<file path="src/rtl/regbank_alu_sequencer_pkg.sv">
// Shared types for the register-bank ALU sequencer: opcodes, FSM states
// and default geometry.
package regbank_seq_pkg;

  localparam int unsigned OP_W      = 3;
  localparam int unsigned DEF_WIDTH = 16;
  localparam int unsigned DEF_DEPTH = 8;

  typedef enum logic [OP_W-1:0] {
    OP_ADD  = 3'd0,
    OP_SUB  = 3'd1,
    OP_AND  = 3'd2,
    OP_OR   = 3'd3,
    OP_XOR  = 3'd4,
    OP_PASS = 3'd5,
    OP_INC  = 3'd6,
    OP_NOP  = 3'd7
  } op_e;

  typedef enum logic [1:0] {
    S_IDLE  = 2'd0,
    S_READ  = 2'd1,
    S_EXEC  = 2'd2,
    S_WRITE = 2'd3
  } state_e;

endpackage

</file>
<file path="src/rtl/regbank_alu_sequencer_if.sv">
// Command handshake plus register-bank read/write bus of the sequencer.
//   cmd_*      : command in (valid/ready), opcode, rd/rs1/rs2
//   rf_raddr_* : read addresses to bank, rf_rdata_* combinational data back
//   rf_we/rf_waddr/rf_wdata : bank write port
//   done, flag_zero, flag_carry : completion pulse and ALU flags
// slave = sequencer side, master = controller/bank side.
interface regbank_alu_sequencer_if #(
  parameter int unsigned WIDTH = 16,
  parameter int unsigned AW    = 3
);
  logic                            cmd_valid;
  logic                            cmd_ready;
  logic [regbank_seq_pkg::OP_W-1:0] cmd_op;
  logic [AW-1:0]                   cmd_rd;
  logic [AW-1:0]                   cmd_rs1;
  logic [AW-1:0]                   cmd_rs2;
  logic [AW-1:0]                   rf_raddr_a;
  logic [AW-1:0]                   rf_raddr_b;
  logic [WIDTH-1:0]                rf_rdata_a;
  logic [WIDTH-1:0]                rf_rdata_b;
  logic                            rf_we;
  logic [AW-1:0]                   rf_waddr;
  logic [WIDTH-1:0]                rf_wdata;
  logic                            done;
  logic                            flag_zero;
  logic                            flag_carry;

  modport slave (
    input  cmd_valid, cmd_op, cmd_rd, cmd_rs1, cmd_rs2, rf_rdata_a, rf_rdata_b,
    output cmd_ready, rf_raddr_a, rf_raddr_b, rf_we, rf_waddr, rf_wdata,
           done, flag_zero, flag_carry
  );

  modport master (
    output cmd_valid, cmd_op, cmd_rd, cmd_rs1, cmd_rs2, rf_rdata_a, rf_rdata_b,
    input  cmd_ready, rf_raddr_a, rf_raddr_b, rf_we, rf_waddr, rf_wdata,
           done, flag_zero, flag_carry
  );
endinterface

</file>
<file path="src/rtl/regbank_alu_sequencer_alu.sv">
// Combinational ALU for the sequencer.
//   op     : opcode
//   a, b   : operands
//   result : op(a, b) modulo 2^WIDTH
//   zero   : result == 0
//   carry  : carry out (ADD/INC), borrow (SUB), 0 otherwise
module seq_alu
  import regbank_seq_pkg::*;
#(
  parameter int unsigned WIDTH = DEF_WIDTH
) (
  input  op_e              op,
  input  logic [WIDTH-1:0] a,
  input  logic [WIDTH-1:0] b,
  output logic [WIDTH-1:0] result,
  output logic             zero,
  output logic             carry
);

  // Extended by one bit so the top bit is carry for sums and borrow for A-B.
  logic [WIDTH:0] ext;

  always_comb begin
    ext    = '0;
    result = '0;
    carry  = 1'b0;
    unique case (op)
      OP_ADD: begin
        ext    = {1'b0, a} + {1'b0, b};
        result = ext[WIDTH-1:0];
        carry  = ext[WIDTH];
      end
      OP_SUB: begin
        ext    = {1'b0, a} - {1'b0, b};
        result = ext[WIDTH-1:0];
        carry  = ext[WIDTH];
      end
      OP_AND:  result = a & b;
      OP_OR:   result = a | b;
      OP_XOR:  result = a ^ b;
      OP_PASS: result = a;
      OP_INC: begin
        ext    = {1'b0, a} + (WIDTH+1)'(1);
        result = ext[WIDTH-1:0];
        carry  = ext[WIDTH];
      end
      OP_NOP:  result = '0;
      default: result = '0;
    endcase
    zero = (result == '0);
  end

endmodule

</file>
<file path="src/rtl/regbank_alu_sequencer.sv">
// Command sequencer for a 2R/1W register bank: accepts one ALU command per
// handshake, reads rs1/rs2, computes, writes the result to rd.
//   clk, rst : clock, asynchronous active-high reset
//   bus      : command handshake, bank read/write ports, done and flags
// Accept at edge E -> rf_we/done high for the cycle after edge E+3.
module regbank_alu_sequencer
  import regbank_seq_pkg::*;
#(
  parameter int unsigned WIDTH = DEF_WIDTH,
  parameter int unsigned DEPTH = DEF_DEPTH
) (
  input  logic                     clk,
  input  logic                     rst,
  regbank_alu_sequencer_if.slave   bus
);

  localparam int unsigned AW = $clog2(DEPTH);

  typedef struct packed {
    logic [WIDTH-1:0] result;
    logic             zero;
    logic             carry;
  } alu_res_t;

  state_e           state_q, state_d;
  op_e              op_q, op_d;
  logic [AW-1:0]    rd_q, rd_d;
  logic [AW-1:0]    raddr_a_q, raddr_a_d;
  logic [AW-1:0]    raddr_b_q, raddr_b_d;
  logic [WIDTH-1:0] opa_q, opa_d;
  logic [WIDTH-1:0] opb_q, opb_d;
  logic [WIDTH-1:0] result_q, result_d;
  logic             zero_q, zero_d;
  logic             carry_q, carry_d;
  logic             we_q, we_d;
  logic [AW-1:0]    waddr_q, waddr_d;
  logic [WIDTH-1:0] wdata_q, wdata_d;
  logic             done_q, done_d;
  logic             ready_q, ready_d;

  logic [WIDTH-1:0] alu_result;
  logic             alu_zero;
  logic             alu_carry;
  alu_res_t         alu_res;

  seq_alu #(.WIDTH(WIDTH)) u_alu (
    .op     (op_q),
    .a      (opa_q),
    .b      (opb_q),
    .result (alu_result),
    .zero   (alu_zero),
    .carry  (alu_carry)
  );

  assign alu_res = {alu_result, alu_zero, alu_carry};

  // Next-state and next-output logic.
  always_comb begin
    state_d   = state_q;
    op_d      = op_q;
    rd_d      = rd_q;
    raddr_a_d = raddr_a_q;
    raddr_b_d = raddr_b_q;
    opa_d     = opa_q;
    opb_d     = opb_q;
    result_d  = result_q;
    zero_d    = zero_q;
    carry_d   = carry_q;
    waddr_d   = waddr_q;
    wdata_d   = wdata_q;
    we_d      = 1'b0;
    done_d    = 1'b0;
    unique case (state_q)
      S_IDLE: begin
        if (bus.cmd_valid && ready_q) begin
          op_d      = op_e'(bus.cmd_op);
          rd_d      = bus.cmd_rd;
          raddr_a_d = bus.cmd_rs1;
          raddr_b_d = bus.cmd_rs2;
          state_d   = S_READ;
        end
      end
      S_READ: begin
        opa_d   = bus.rf_rdata_a;
        opb_d   = bus.rf_rdata_b;
        state_d = S_EXEC;
      end
      S_EXEC: begin
        result_d = alu_res.result;
        if (op_q != OP_NOP) begin
          zero_d  = alu_res.zero;
          carry_d = alu_res.carry;
        end
        state_d = S_WRITE;
      end
      S_WRITE: begin
        we_d    = (op_q != OP_NOP);
        waddr_d = rd_q;
        wdata_d = result_q;
        done_d  = 1'b1;
        state_d = S_IDLE;
      end
      default: state_d = S_IDLE;
    endcase
    // Registered ready tracks the state being entered, so it is low in reset.
    ready_d = (state_d == S_IDLE);
  end

  always_ff @(posedge clk or posedge rst) begin
    if (rst) begin
      state_q   <= S_IDLE;
      op_q      <= OP_ADD;
      rd_q      <= '0;
      raddr_a_q <= '0;
      raddr_b_q <= '0;
      opa_q     <= '0;
      opb_q     <= '0;
      result_q  <= '0;
      zero_q    <= 1'b0;
      carry_q   <= 1'b0;
      we_q      <= 1'b0;
      waddr_q   <= '0;
      wdata_q   <= '0;
      done_q    <= 1'b0;
      ready_q   <= 1'b0;
    end else begin
      state_q   <= state_d;
      op_q      <= op_d;
      rd_q      <= rd_d;
      raddr_a_q <= raddr_a_d;
      raddr_b_q <= raddr_b_d;
      opa_q     <= opa_d;
      opb_q     <= opb_d;
      result_q  <= result_d;
      zero_q    <= zero_d;
      carry_q   <= carry_d;
      we_q      <= we_d;
      waddr_q   <= waddr_d;
      wdata_q   <= wdata_d;
      done_q    <= done_d;
      ready_q   <= ready_d;
    end
  end

  assign bus.cmd_ready  = ready_q;
  assign bus.rf_raddr_a = raddr_a_q;
  assign bus.rf_raddr_b = raddr_b_q;
  assign bus.rf_we      = we_q;
  assign bus.rf_waddr   = waddr_q;
  assign bus.rf_wdata   = wdata_q;
  assign bus.done       = done_q;
  assign bus.flag_zero  = zero_q;
  assign bus.flag_carry = carry_q;

endmodule
</file>
<file path="src/flat_wrapper.sv">
// flat-port wrapper written by rule: the top's interface ports become plain ports
module regbank_alu_sequencer_flat import regbank_seq_pkg::*;
#(
  parameter int unsigned WIDTH = DEF_WIDTH,
  parameter int unsigned DEPTH = DEF_DEPTH
)
  (clk, rst, bus_cmd_valid, bus_cmd_op, bus_cmd_rd, bus_cmd_rs1, bus_cmd_rs2, bus_rf_rdata_a, bus_rf_rdata_b, bus_cmd_ready, bus_rf_raddr_a, bus_rf_raddr_b, bus_rf_we, bus_rf_waddr, bus_rf_wdata, bus_done, bus_flag_zero, bus_flag_carry);
  regbank_alu_sequencer_if #(.WIDTH(WIDTH)) bus_i ();
  input  logic clk;
  input  logic rst;
  input wire logic [$bits(bus_i.cmd_valid)-1:0] bus_cmd_valid;
  input wire logic [$bits(bus_i.cmd_op)-1:0] bus_cmd_op;
  input wire logic [$bits(bus_i.cmd_rd)-1:0] bus_cmd_rd;
  input wire logic [$bits(bus_i.cmd_rs1)-1:0] bus_cmd_rs1;
  input wire logic [$bits(bus_i.cmd_rs2)-1:0] bus_cmd_rs2;
  input wire logic [$bits(bus_i.rf_rdata_a)-1:0] bus_rf_rdata_a;
  input wire logic [$bits(bus_i.rf_rdata_b)-1:0] bus_rf_rdata_b;
  output wire logic [$bits(bus_i.cmd_ready)-1:0] bus_cmd_ready;
  output wire logic [$bits(bus_i.rf_raddr_a)-1:0] bus_rf_raddr_a;
  output wire logic [$bits(bus_i.rf_raddr_b)-1:0] bus_rf_raddr_b;
  output wire logic [$bits(bus_i.rf_we)-1:0] bus_rf_we;
  output wire logic [$bits(bus_i.rf_waddr)-1:0] bus_rf_waddr;
  output wire logic [$bits(bus_i.rf_wdata)-1:0] bus_rf_wdata;
  output wire logic [$bits(bus_i.done)-1:0] bus_done;
  output wire logic [$bits(bus_i.flag_zero)-1:0] bus_flag_zero;
  output wire logic [$bits(bus_i.flag_carry)-1:0] bus_flag_carry;
  assign bus_i.cmd_valid = bus_cmd_valid;
  assign bus_i.cmd_op = bus_cmd_op;
  assign bus_i.cmd_rd = bus_cmd_rd;
  assign bus_i.cmd_rs1 = bus_cmd_rs1;
  assign bus_i.cmd_rs2 = bus_cmd_rs2;
  assign bus_i.rf_rdata_a = bus_rf_rdata_a;
  assign bus_i.rf_rdata_b = bus_rf_rdata_b;
  assign bus_cmd_ready = bus_i.cmd_ready;
  assign bus_rf_raddr_a = bus_i.rf_raddr_a;
  assign bus_rf_raddr_b = bus_i.rf_raddr_b;
  assign bus_rf_we = bus_i.rf_we;
  assign bus_rf_waddr = bus_i.rf_waddr;
  assign bus_rf_wdata = bus_i.rf_wdata;
  assign bus_done = bus_i.done;
  assign bus_flag_zero = bus_i.flag_zero;
  assign bus_flag_carry = bus_i.flag_carry;
  regbank_alu_sequencer #(.WIDTH(WIDTH), .DEPTH(DEPTH)) u_core (.clk(clk), .rst(rst), .bus(bus_i));
endmodule
</file>
<file path="config.mk">
export PLATFORM = sky130hd
export DESIGN_NAME = regbank_alu_sequencer_flat
export DESIGN_NICKNAME = d
export VERILOG_FILES = /design/src/rtl/regbank_alu_sequencer_pkg.sv /design/src/rtl/regbank_alu_sequencer_if.sv /design/src/rtl/regbank_alu_sequencer_alu.sv /design/src/rtl/regbank_alu_sequencer.sv /design/src/flat_wrapper.sv
export SDC_FILE = /design/constraint.sdc
export NUM_CORES = 1
export LEC_CHECK = 0
export CAP_MARGIN = 0
export CELL_PAD_IN_SITES_DETAIL_PLACEMENT = 0
export CELL_PAD_IN_SITES_GLOBAL_PLACEMENT = 1
export CORE_MARGIN = 5
export CORE_UTILIZATION = 46
export CTS_CLUSTER_SIZE = 24
export DETAILED_ROUTE_END_ITERATION = 8
export DONT_BUFFER_PORTS = 1
export GPL_TIMING_DRIVEN = 0
export PLACE_DENSITY = 0.82
export SKIP_LAST_GASP = 1
export SYNTH_ARGS = -nofsm -noshare
export SYNTH_HDL_FRONTEND = slang
export SYNTH_HIERARCHICAL = 1
export SYNTH_SLANG_ARGS = --single-unit
</file>
<file path="constraint.sdc">
create_clock -name clk -period 2.85 [get_ports clk]
set_input_delay 0.285 -clock clk [delete_from_list [all_inputs] [get_ports clk]]
set_output_delay 0.285 -clock clk [all_outputs]
set_load 0.01 [all_outputs]
</file>
# Yosys cells after proc, flatten, opt, wreduce, memory -nomap -nowiden
# Cells that the tools add are included.
classes:
  addsub: 3
  eq_ne: 11
  muxes: 6
  n_bitwise: 3
  n_reduce_logical: 7
op_table:
  columns: ["operator", "count"]
  rows:
  - ["$pmux W16 S8", 1]
  - ["$add A16 B1 Y17 const B", 1]
  - ["$add A16 B16 Y17", 1]
  - ["$sub A16 B16 Y17", 1]
  - ["$and A16 B16 Y16", 1]
  - ["$logic_not A16 Y1", 1]
  - ["$or A16 B16 Y16", 1]
  - ["$xor A16 B16 Y16", 1]
  - ["$eq A3 B3 Y1 const B", 4]
  - ["$pmux W2 S4", 1]
  - ["$eq A3 B2 Y1 const B", 2]
  - ["$eq A2 B2 Y1 const B", 2]
  - ["$logic_not A2 Y1", 2]
  - ["$reduce_and A2 Y1", 2]
  - ["$eq A3 B1 Y1 const B", 1]
  - ["$logic_not A3 Y1", 1]
  - ["$ne A3 B3 Y1 const B", 1]
  - ["$pmux W1 S3", 1]
  - ["$eq A2 B1 Y1 const B", 1]
  - ["$mux W1", 2]
  - ["$mux W2", 1]
  - ["$logic_and A1 B1 Y1", 1]
totals:
  regBits: 86
  in_bits: 47
  out_inout_bits: 30
  elab_cells: 45

# Longest topological paths before layout
# Gate-level depths: netlist of run 1.
logic_depth:
  word_depth: 4
  depth_mapped: 14

# Hierarchy
# Netlist of run 1, hierarchy kept.
modules_own_cells:
  columns: ["mod", "n_inst", "cells_per_inst", "area_per_inst_um2", "seq_area_each_um2"]
  rows:
  - ["regbank_alu_sequencer", 1, 196, 3313.2, 2152.1]
  - ["seq_alu", 1, 466, 3269.4, 0.0]

# Least setup slack after synthesis of run 1
# Ideal clock, no wire load.
synth_path:
  path_kind: "register to register"
  startpoint: "register u_core.opa_q[4]"
  endpoint: "register u_core.zero_q (netlist: u_core/bus.flag_zero)"
  setup_time_ps: 87
  arrival_ps: 2808
  required_time_ps: 2763
  setup_slack_ps: -44
  path_stages_with_launch: 14
  path_buffers: 1
  period_less_slack_ps: 2894
  cell_sequence: "dfrtp_1 -> inv_1 -> ha_1 -> buf_6 -> a2111o_1 -> o2111a_1 -> a221oi_2 -> nor2_1 -> a211o_1 -> a211oi_2 -> nand4b_1 -> nor4_2 -> nand2_1 -> o211ai_1"
synth_between:
  elab_chain_len: 3
synth_lines:
  columns: ["element", "line_no", "source"]
  rows:
  - ["start: declaration", "regbank_alu_sequencer.sv:30", "logic [WIDTH-1:0] opa_q, opa_d;"]
  - ["start signal: assignment", "regbank_alu_sequencer.sv:132", "opa_q <= opa_d;"]
  - ["$add A16 B1 Y17, or another cell as far along", "regbank_alu_sequencer_alu.sv:43", "ext = {1'b0, a} + (WIDTH+1)'(1);"]
  - ["$pmux W16 S8 *", "regbank_alu_sequencer_alu.sv:27", "unique case (op)"]
  - ["$logic_not A16 Y1 *", "regbank_alu_sequencer_alu.sv:50", "zero = (result == '0);"]
  - ["net u_core.alu_zero", "regbank_alu_sequencer.sv:42", "logic alu_zero;"]
  - ["end signal: assignment", "regbank_alu_sequencer.sv:135", "zero_q <= zero_d;"]
  - ["end: declaration", "regbank_alu_sequencer.sv:33", "logic zero_q, zero_d;"]
# Mark *: on every way through the listed nets, which the timed path passes. The rest lies on a longest branch.
# A chain may end at the register's enable or synchronous reset.

# Worst setup path after layout of run 1
layout_path:
  startpoint: "register u_core.opb_q[0]"
  endpoint: "register u_core.zero_q (netlist: u_core/bus.flag_zero)"
layout_between:
  elab_chain_len: 3
layout_lines:
  columns: ["element", "line_no", "source"]
  rows:
  - ["start: declaration", "regbank_alu_sequencer.sv:31", "logic [WIDTH-1:0] opb_q, opb_d;"]
  - ["start signal: assignment", "regbank_alu_sequencer.sv:133", "opb_q <= opb_d;"]
  - ["$sub A16 B16 Y17, or another cell as far along", "regbank_alu_sequencer_alu.sv:34", "ext = {1'b0, a} - {1'b0, b};"]
  - ["$pmux W16 S8 *", "regbank_alu_sequencer_alu.sv:27", null]
  - ["$logic_not A16 Y1 *", "regbank_alu_sequencer_alu.sv:50", null]
  - ["net u_core.alu_zero", "regbank_alu_sequencer.sv:42", null]
# Marked as above.

==> results.md, run 1 <==
- Status: complete, but fails checks
- Failing checks: negative setup slack
- Netlist cell types: 80
- GRT busiest layer: met2
- Met3 GRT Util: 0.0540
- Arrival time worst endpoint: between 3 and 4 ns
- Insertion delay to the later sink of the worst-skew pair: 0.34 ns
- CP Launch Type: register
- Setup crit end kind: register
- Area growth syn-to-layout: 19.8%
- Crit path max-delay family: compound AO/OA/AOI/OAI gates
- Vias per inst: 6.21
- Worst-path maximum fanout: 6
- Pre-Repair DR Iteration Count: 5
- Post-synth net total: 764
- Ant diodes: 0
- Syn. warnings: 6
- Slew Viols, Final: 0
- Vias: 5567
- Nets: 814
- Place WS: -0.780 ns
- Reg2Reg Setup Slack: -0.31 ns
- Total Wirelength: between 15000 and 20000 µm
- Post-synth top area share: 0.327
- Cell Area, Synth: 6580 µm²
- Worst rel slew slack: 0.478
- Synth area leader: dfrtp_1
- EDFF count, synth: 0
- Crit share post-route: 1.11
- Post-DP HPWL: around 14000 µm
- Final hold viol count: 0
- Share of layout cells above drive strength 1: 0.363
- Post-synthesis sequential area ratio: 0.327
- Max clock buf depth: 2
- Commonest non-fill, non-tap cell in the layout: dfrtp_1
- Die area: 16800 µm²
- DRT iter0 DRCs: 359
- Synth top area cells: dfrtp_1 33%, mux2_2 11%, ha_1 10%, inv_1 3.0%, a21oi_1 2.7%
- Period minus WS final: between 3 and 4 ns
- Worst path bufs/invs: 1
- CTS tree: built
- Clock slew at reported path FFs: 0.07 ns
- Mapped Cells: 662
- WL/cell: 22.0 µm
- Fmax: ~320 MHz
- Slew at the pin with the worst max-slew slack: approximately 0.78 ns
- First-pass GRT wire length: 30500 µm
- Final worst slack: -0.305 ns
- Clk sink count: 86
- Grt met2 use: 0.364
- Max-cap violations: 0
- DRC violations left: 0
- Clk root buf: clkbuf_16
- Number of buffers added on ports: 0
- GPL Wtd Cong: roughly 1
- Final ANT Viol Nets: 0
- Hold/Removal Path Class: in -> reg
- IO Pins: 77
- Grt met1 use: 0.315
- CP cell instances: ha_4 > inv_1 > fa_1 > nor2b_2 > o31a_1 > o21ai_4 > a32oi_1 > a2bb2oi_1 > a2111oi_4 > nand4b_1 > nor4_2 > nand2_1 > o211ai_1
- Horiz. Die Dim: 130 µm
- Max Clock Skew: between 0.01 and 0.015 ns
- Most frequent cells in the layout: 72 x dfrtp_1, 66 x mux2_2, 46 x inv_1
- Grt ovf: 0
- Fillers: 1206
- CTS buffer count: 9
- Slowest CP cell: dfrtp_2
- Core Region: about 14000 µm²
- GRT Overall Usage: 0.233
- Req. time, crit path: 3.10 ns
- Vias in the first global route: 5590
- Crit path largest cell delay: 0.43 ns
- Initial antenna violation count: 1
- Final Util: 0.566
- Main synth FF type: dfrtp_1
- Pin count of the biggest net entering global routing: 71
- Async set-reset flop share out of synthesis: 1.00
- # rows: 43
- Effective utilization at floorplan: 0.472
- RSZ-0062 raised after global routing: yes
- CP Class: reg -> reg
- Setup-failing EPs final: 3
- Synth Area per Inst: 9.94 µm²
- Depth of the CTS H-tree: 3
- Die Ht: between 100 and 150 µm
- #FFs+latches synth: 86
## synth_stat cells (all sizes together), types with 7 or more instances
cell type  number
a21oi          36
a221oi          8
buf            29
inv            54
dfrtp          86
nor2b          11
o21ai          26
o221ai          9
nor2           28
mux2           79
o211ai          9
nand2b         13
clkbuf          7
nand2          35
nand3          12
a21o            9
nor3           14
xnor2          12
ha             53
mux2i          12
o22ai          13
## per-layer routing
| layer | wire, µm | vias up | part of all wire |
|---|---|---|---|
| met1 | 8430 | 2778 | 0.43 |
| met2 | 9260 | 219 | 0.47 |
| met4 | 582 | 2 | 0.029 |
| met3 | 1490 | 45 | 0.075 |
| met5 | 7 | - | 0.00035 |
| li1 | - | 2523 | - |
## through the flow
step / hold WS (ns) / std cells / setup TNS (ns) / area [µm²]
after floorplan: 0.420 / 662 / 0 / 6600
after global placement: 0.421 / 842 / -30.27 / 6820
after detailed placement: 0.110 / 843 / -3.86 / 6850
after CTS: 0.0660 / 880 / -0.496 / 7580
after global routing: 0.0716 / 897 / -1.02 / 7890
final: 0.0730 / 897 / -0.483 / 7890
## cell families after synthesis
kind of cell / count (synthesis) / share of synthesized area
AO/OA/AOI/OAI: 173 / 0.196
AND/OR/NAND/NOR: 154 / 0.129
multiplexers: 91 / 0.159
buffers and inverters: 90 / 0.0648
flip-flops: 86 / 0.327
adder cells (fa/ha/maj): 55 / 0.107
XOR/XNOR: 13 / 0.0173
## sequential cells by signal, indices dropped and copies added, names as in the netlist
signal and cells:
u_core/bus.rf_wdata 16, u_core/opa_q 16, u_core/opb_q 16, u_core/result_q 16
u_core/bus.rf_raddr_a 3, u_core/bus.rf_raddr_b 3, u_core/bus.rf_waddr 3, u_core/op_q 3
u_core/rd_q 3, u_core/state_q 2, u_core/bus.cmd_ready 1, u_core/bus.done 1
u_core/bus.flag_carry 1, u_core/bus.flag_zero 1, u_core/bus.rf_we 1
## cell type report
| class | count | area, µm² | area share |
|---|---|---|---|
| repair buffers | 40 | 330 | 0.0419 |
| well taps | 180 | 225 | 0.0285 |
| inverters | 54 | 208 | 0.0263 |
| flip-flops and latches | 86 | 2170 | 0.275 |
| clock inverters | 7 | 78.8 | 0.00999 |
| clock buffers | 9 | 225 | 0.0285 |
| plain buffers | 35 | 248 | 0.0314 |
| multi-input cells | 486 | 4400 | 0.558 |
## worst paths after layout
| check | start | cells past startpoint | endpoint |
|---|---|---|---|
| max | u_core/opb_q[0]$_DFFE_PP0N_ | 13 | u_core/bus.flag_zero$_DFFE_PP0P_ |
| min in group asynchronous | rst | 2 | u_core/opb_q[0]$_DFFE_PP0N_ |
| min reg2reg | u_core/result_q[9]$_DFFE_PP0P_ | 1 | u_core/result_q[9]$_DFFE_PP0P_ |
| max in group asynchronous | rst | 3 | u_core/opa_q[13]$_DFFE_PP0N_ |
| min | bus_rf_rdata_a[10] | 1 | u_core/opa_q[10]$_DFFE_PP0N_ |
| max reg2reg | u_core/opb_q[0]$_DFFE_PP0N_ | 13 | u_core/bus.flag_zero$_DFFE_PP0P_ |
## what timing repair did
action / in CTS / in global routing
endpoints found under the setup margin: 14 / 11
gates resized for setup: 61 / 46
hold buffers: 1 / 0
endpoints found under the hold margin: 16 / 0
setup buffers: 21 / 17
pin swaps: 24 / 32
Power of run 1 is left out: the tool's default activity adds up to more than one toggle a clock period on the data nets, which glitch-free logic cannot reach.
==> run 2: changes to the inputs <==
Settings changed: CORE_UTILIZATION 46 to 51, PLACE_DENSITY 0.82 to 0.86, SLEW_MARGIN set to 20.
Clock period 2.85 ns to 3.5 ns, I/O delays scaled along.
==> run 2 against run 1 <==
Against the previous run: the run now ends clean; hold slack improved by 0.066 ns; via count is 1.2% lower; clock skew decreased by 0.0043 ns; flip-flop and latch count unchanged; sequential share of layout area rose by 0.97 points; non-clock buffer count shrank 15; critical path type unchanged.
==> results.md, run 2 (same netlist as run 1, synthesis figures left out) <==
- Status: completed (was complete, but fails checks)
- Worst rel slew slack: 0.465 (was 0.478)
- Worst path bufs/invs: 2 (was 1)
- Reg2Reg Setup Slack: 0.06 ns (was -0.31 ns)
- DRT iter0 DRCs: 412 (was 359)
- DRC violations left: 0 (unchanged)
- Number of buffers added on ports: 0 (unchanged)
- Effective utilization at floorplan: 0.522 (was 0.472)
- Hold path start: bus_rf_rdata_a[10] (unchanged)
- Vias: 5499 (was 5567)
- Most frequent cells in the layout: 74 x dfrtp_1, 67 x mux2_2, 50 x inv_1 (was 72 x dfrtp_1, 66 x mux2_2, 46 x inv_1)
- Die area: 15300 µm² (was 16800 µm²)
- Commonest non-fill, non-tap cell in the layout: dfrtp_1 (unchanged)
- Setup-failing EPs final: 0 (was 3)
- Vias in the first global route: 5450 (was 5590)
- CTS buffer count: 9 (unchanged)
- Crit path largest cell delay: 0.47 ns (was 0.43 ns)
- GRT Overall Usage: 0.262 (was 0.233)
- Slew Viols, Final: 0 (unchanged)
- Max-cap violations: 0 (unchanged)
- CTS tree: built (unchanged)
- Clk sink count: 86 (unchanged)
- Fillers: 1088 (was 1206)
- Ant diodes: 0 (unchanged)
- # rows: 41 (was 43)
- Die Ht: 124 µm (was 130 µm)
- Slew at the pin with the worst max-slew slack: 0.802 ns (was 0.779 ns)
- First-pass GRT wire length: 30300 µm (was 30500 µm)
- Insertion delay to the later sink of the worst-skew pair: 0.34 ns (about the same)
- Req. time, crit path: 3.76 ns (was 3.10 ns)
- GPL Wtd Cong: 0.978 (was 0.997)
- Pin count of the biggest net entering global routing: 65 (was 71)
- Crit path max-delay family: compound AO/OA/AOI/OAI gates (unchanged)
- Initial antenna violation count: 0 (was 1)
- Horiz. Die Dim: 124 µm (was 130 µm)
- Max Clock Skew: 0.00804 ns (was 0.0124 ns)
- CP Class: reg -> reg (unchanged)
- Hold/Removal Path Class: in -> reg (unchanged)
- Worst-path maximum fanout: 6 (unchanged)
- Most used cell along the critical path: o211ai_1
- Area growth syn-to-layout: 15.6% (was 19.8%)
- Post-DP HPWL: 14800 µm (was 14400 µm)
- CP Launch Type: register (unchanged)
- Setup TNS: 0 ns (was -0.483 ns)
- Core Region: 12600 µm² (was 13900 µm²)
- Max clock buf depth: 2 (unchanged)
- Slowest CP cell: dfrtp_2 (unchanged)
- Clock slew at reported path FFs: 0.06 ns (was 0.07 ns)
- Pre-Repair DR Iteration Count: 5 (unchanged)
- CP cell instances: inv_2 > ha_2 > inv_1 > fa_2 > nor2b_4 > o211ai_1 > a21oi_2 > o31ai_4 > a21oi_1 > o32a_1 > nand4b_1 > nor4_4 > nand2_1 > o211ai_1 (was ha_4 > inv_1 > fa_1 > nor2b_2 > o31a_1 > o21ai_4 > a32oi_1 > a2bb2oi_1 > a2111oi_4 > nand4b_1 > nor4_2 > nand2_1 > o211ai_1)
- Final ANT Viol Nets: 0 (unchanged)
- Setup crit end kind: register (unchanged)
- Arrival time worst endpoint: 3.70 ns (was 3.40 ns)
- Total Wirelength: 19500 µm (was 19800 µm)
- IO Pins: 77 (unchanged)
- Grt ovf: 0 (unchanged)
- WL/cell: 22.4 µm (was 22.0 µm)
- Nets: 799 (was 814)
- Vias per inst: 6.29 (was 6.21)
- Crit share post-route: 0.983 (was 1.11)
- Period minus WS final: 3.44 ns (was 3.16 ns)
- Clk root buf: clkbuf_16 (unchanged)
- Fmax: 291 MHz (was 317 MHz)
- Reg2reg start: u_core/opa_q[0]$_DFFE_PP0N_ (was u_core/opb_q[0]$_DFFE_PP0N_)
- Critical Path Start: u_core/opa_q[0]$_DFFE_PP0N_ (was u_core/opb_q[0]$_DFFE_PP0N_)
- Share of layout cells above drive strength 1: 0.318 (was 0.363)
- Final hold viol count: 0 (unchanged)
- Depth of the CTS H-tree: 3 (unchanged)
-- run 2: worst paths after layout --
check / endpoint / cells past startpoint
max in group asynchronous: u_core/opa_q[12]$_DFFE_PP0N_ / 3
worst max-delay path: u_core/bus.flag_zero$_DFFE_PP0P_ / 14
worst min register to register: u_core/result_q[5]$_DFFE_PP0P_ / 1
worst min-delay path: u_core/opa_q[10]$_DFFE_PP0N_ / 1
min in group asynchronous: u_core/bus.rf_wdata[1]$_DFFE_PP0P_ / 2
worst max register to register: u_core/bus.flag_zero$_DFFE_PP0P_ / 14
-- run 2: area by class of cell --
class | count | area [µm²] | share of cell area
multi-input combinational | 486 | 4270 | 0.561
sequential | 86 | 2170 | 0.285
buffer | 35 | 228 | 0.0299
clock buffer | 9 | 225 | 0.0296
tap | 172 | 215 | 0.0283
timing repair buffer | 25 | 210 | 0.0276
inverter | 54 | 205 | 0.0270
clock inverter | 7 | 88.8 | 0.0117
-- run 2: timing repair --
item,in CTS,in global routing
setup buffers,0,23
hold buffers,1,0
endpoints found under the setup margin,2,3
cloned,0,0
pin swaps,1,16
hold endpoints to repair,22,0
gates resized for setup,9,62
-- run 2: layer usage --
metal  wire length (µm)  share of wire  vias to the layer above  GRT usage
met4                671          0.034                        0     0.0948
met2               8830           0.45                      217      0.398
met1               8440           0.43                     2738      0.356
li1                   -              -                     2499          -
met5                  0              0                        -          0
met3               1600          0.082                       45     0.0749
-- run 2: metrics by stage --
| stage | instance area [µm²] | cells | worst slack, ns | hold slack [ns] | util |
|---|---|---|---|---|---|
| detailed placement | 6830 | 835 | -0.269 | 0.211 | 0.541 |
| global route | 7610 | 874 | -0.0209 | 0.131 | 0.603 |
| CTS | 7200 | 852 | -0.0713 | 0.131 | 0.570 |
| global placement | 6800 | 834 | -0.168 | 0.486 | 0.539 |
| floorplan | 6580 | 662 | 0.606 | 0.475 | - |
| finish | 7610 | 874 | 0.0588 | 0.139 | 0.603 |
Power of run 2 is left out for the same reason.
==> run 3: changes to the inputs <==
Settings changed: SETUP_SLACK_MARGIN set to 0.2.
==> run 3 against run 2 <==
Against the previous run: register-to-register slack better by 0.14 ns; via count up 0.51%; hold slack better by 0.0011 ns; die area unchanged.
==> results.md, run 3 (same netlist as run 1, synthesis figures left out) <==
- Final hold viol count: 0 (unchanged)
- Max-cap violations: 0 (unchanged)
- Number of buffers added on ports: 0 (unchanged)
- DRC violations left: 0 (unchanged)
- Crit path max-delay family: compound AO/OA/AOI/OAI gates (unchanged)
- Slew Viols, Final: 0 (unchanged)
- Final ANT Viol Nets: 0 (unchanged)
- Fmax: 303 MHz (was 291 MHz)
- Die Ht: 124 µm (unchanged)
- Setup crit end kind: register (unchanged)
- CP Launch Type: register (unchanged)
- RSZ-0062 raised after global routing: yes
- Vias: 5527 (was 5499)
- WL/cell: 22.7 µm (was 22.4 µm)
- Worst path bufs/invs: 3 (was 2)
- DRT iter0 DRCs: 431 (was 412)
- Vias per inst: 6.32 (was 6.29)
- Setup TNS: 0 ns (unchanged)
- Core Region: 12600 µm² (unchanged)
- Clock slew at reported path FFs: 0.06 ns (about the same)
- IO Pins: 77 (unchanged)
- Req. time, crit path: 3.76 ns (about the same)
- Setup-failing EPs final: 0 (unchanged)
- Max Clock Skew: 0.00797 ns (was 0.00804 ns)
- CP cell instances: inv_2 > ha_4 > inv_2 > fa_2 > nor2b_4 > o211ai_1 > buf_4 > a21oi_4 > o31ai_4 > a21oi_1 > o32a_1 > nand4b_1 > nor4_4 > nand2_1 > o211ai_1 (was inv_2 > ha_2 > inv_1 > fa_2 > nor2b_4 > o211ai_1 > a21oi_2 > o31ai_4 > a21oi_1 > o32a_1 > nand4b_1 > nor4_4 > nand2_1 > o211ai_1)
- Slowest CP cell: dfrtp_2 (unchanged)
- Insertion delay to the later sink of the worst-skew pair: 0.34 ns (about the same)
- Fillers: 1106 (was 1088)
- Commonest non-fill, non-tap cell in the layout: dfrtp_1 (unchanged)
- Depth of the CTS H-tree: 3 (unchanged)
- Horiz. Die Dim: 124 µm (unchanged)
- Hold/Removal Path Class: in -> reg (unchanged)
- CP Class: reg -> reg (unchanged)
- Post-DP HPWL: 14800 µm (unchanged)
- Worst-path maximum fanout: 3 (was 6)
- Final Util: 0.604 (was 0.603)
- Crit share post-route: 0.942 (was 0.983)
- Arrival time worst endpoint: 3.55 ns (was 3.70 ns)
- GRT Overall Usage: 0.269 (was 0.262)
- CTS buffer count: 9 (unchanged)
- Crit path largest cell delay: 0.45 ns (was 0.47 ns)
- Worst rel slew slack: 0.491 (was 0.465)
- Initial antenna violation count: 0 (unchanged)
- Total Wirelength: 19900 µm (was 19500 µm)
- Share of layout cells above drive strength 1: 0.313 (was 0.318)
- Ant diodes: 0 (unchanged)
- Status: completed (unchanged)
- Effective utilization at floorplan: 0.522 (unchanged)
- Nets: 799 (unchanged)
- First-pass GRT wire length: 31100 µm (was 30300 µm)
- Grt ovf: 0 (unchanged)
- CTS tree: built (unchanged)
- # rows: 41 (unchanged)
- Hold slack: 0.140 ns (was 0.139 ns)
- GPL Wtd Cong: 0.978 (unchanged)
- Area growth syn-to-layout: 15.7% (was 15.6%)
- Slew at the pin with the worst max-slew slack: 0.763 ns (was 0.802 ns)
- Pre-Repair DR Iteration Count: 5 (unchanged)
- Vias in the first global route: 5660 (was 5450)
- Clk sink count: 86 (unchanged)
- Die area: 15300 µm² (unchanged)
- Max clock buf depth: 2 (unchanged)
- Clk root buf: clkbuf_16 (unchanged)
- Pin count of the biggest net entering global routing: 65 (unchanged)
- Most frequent cells in the layout: 74 x dfrtp_1, 67 x mux2_2, 50 x inv_1 (unchanged)
- Period minus WS final: 3.30 ns (was 3.44 ns)
run 3: cell types whose count changed in the layout (fill, tap and decap cells not counted), sizes merged:
cell | previous run | this run
clkbuf | 15 | 17
buf | 53 | 51
run 3: worst reg2reg max path, delay by kind of cell (launching register included):
family | cells | cell delay, ns
AND/OR/NAND/NOR | 4 | 0.79
AO/OA/AOI/OAI | 6 | 1.12
adder cells (fa/ha/maj) | 2 | 0.55
buffers and inverters | 3 | 0.32
flip-flops | 1 | 0.45
run 3: final cells by class:
type	instances	area, µm²	area share
Inverter	54	205	0.0269
Clock inverter	7	88.8	0.0117
Tap cell	172	215	0.0283
Multi-Input combinational cell	486	4280	0.562
Timing Repair Buffer	24	203	0.0266
Sequential cell	86	2170	0.285
Buffer	36	235	0.0309
Clock buffer	9	225	0.0296
run 3: per-stage QoR:
step | instance area [µm²] | cells | setup slack, ns
after floorplan | 6580 | 662 | 0.606
after global placement | 6800 | 834 | -0.168
after detailed placement | 6830 | 835 | -0.269
after CTS | 7580 | 872 | 0.206
after global routing | 7620 | 874 | 0.0791
final | 7620 | 874 | 0.203
run 3: worst paths after layout:
check | startpoint | end | slack (ns) | depth (start not counted)
worst max-delay path | u_core/opa_q[0]$_DFFE_PP0N_ | u_core/bus.flag_zero$_DFFE_PP0P_ | 0.20 | 15
worst min-delay path | bus_rf_rdata_a[10] | u_core/opa_q[10]$_DFFE_PP0N_ | 0.14 | 1
worst max register to register | u_core/opa_q[0]$_DFFE_PP0N_ | u_core/bus.flag_zero$_DFFE_PP0P_ | 0.20 | 15
worst min register to register | u_core/result_q[2]$_DFFE_PP0P_ | u_core/bus.rf_wdata[2]$_DFFE_PP0P_ | 0.50 | 1
max in group asynchronous | rst | u_core/opa_q[10]$_DFFE_PP0N_ | 2.41 | 3
min in group asynchronous | rst | u_core/bus.rf_wdata[1]$_DFFE_PP0P_ | 0.47 | 2
run 3: routing by layer:
layer,GRT usage,vias to the layer above,share of wire
met5,0,-,0
met4,0.103,0,0.032
met3,0.0840,47,0.091
met2,0.422,264,0.46
met1,0.348,2695,0.42
li1,-,2521,-
run 3: what timing repair did:
item / in CTS / in global routing
hold buffers: 1 / 0
setup endpoints to repair: 4 / 1
resized for setup: 64 / 5
setup buffers: 20 / 2
endpoints found under the hold margin: 22 / 0
pin swaps: 15 / 3
Power of run 3 is left out for the same reason.
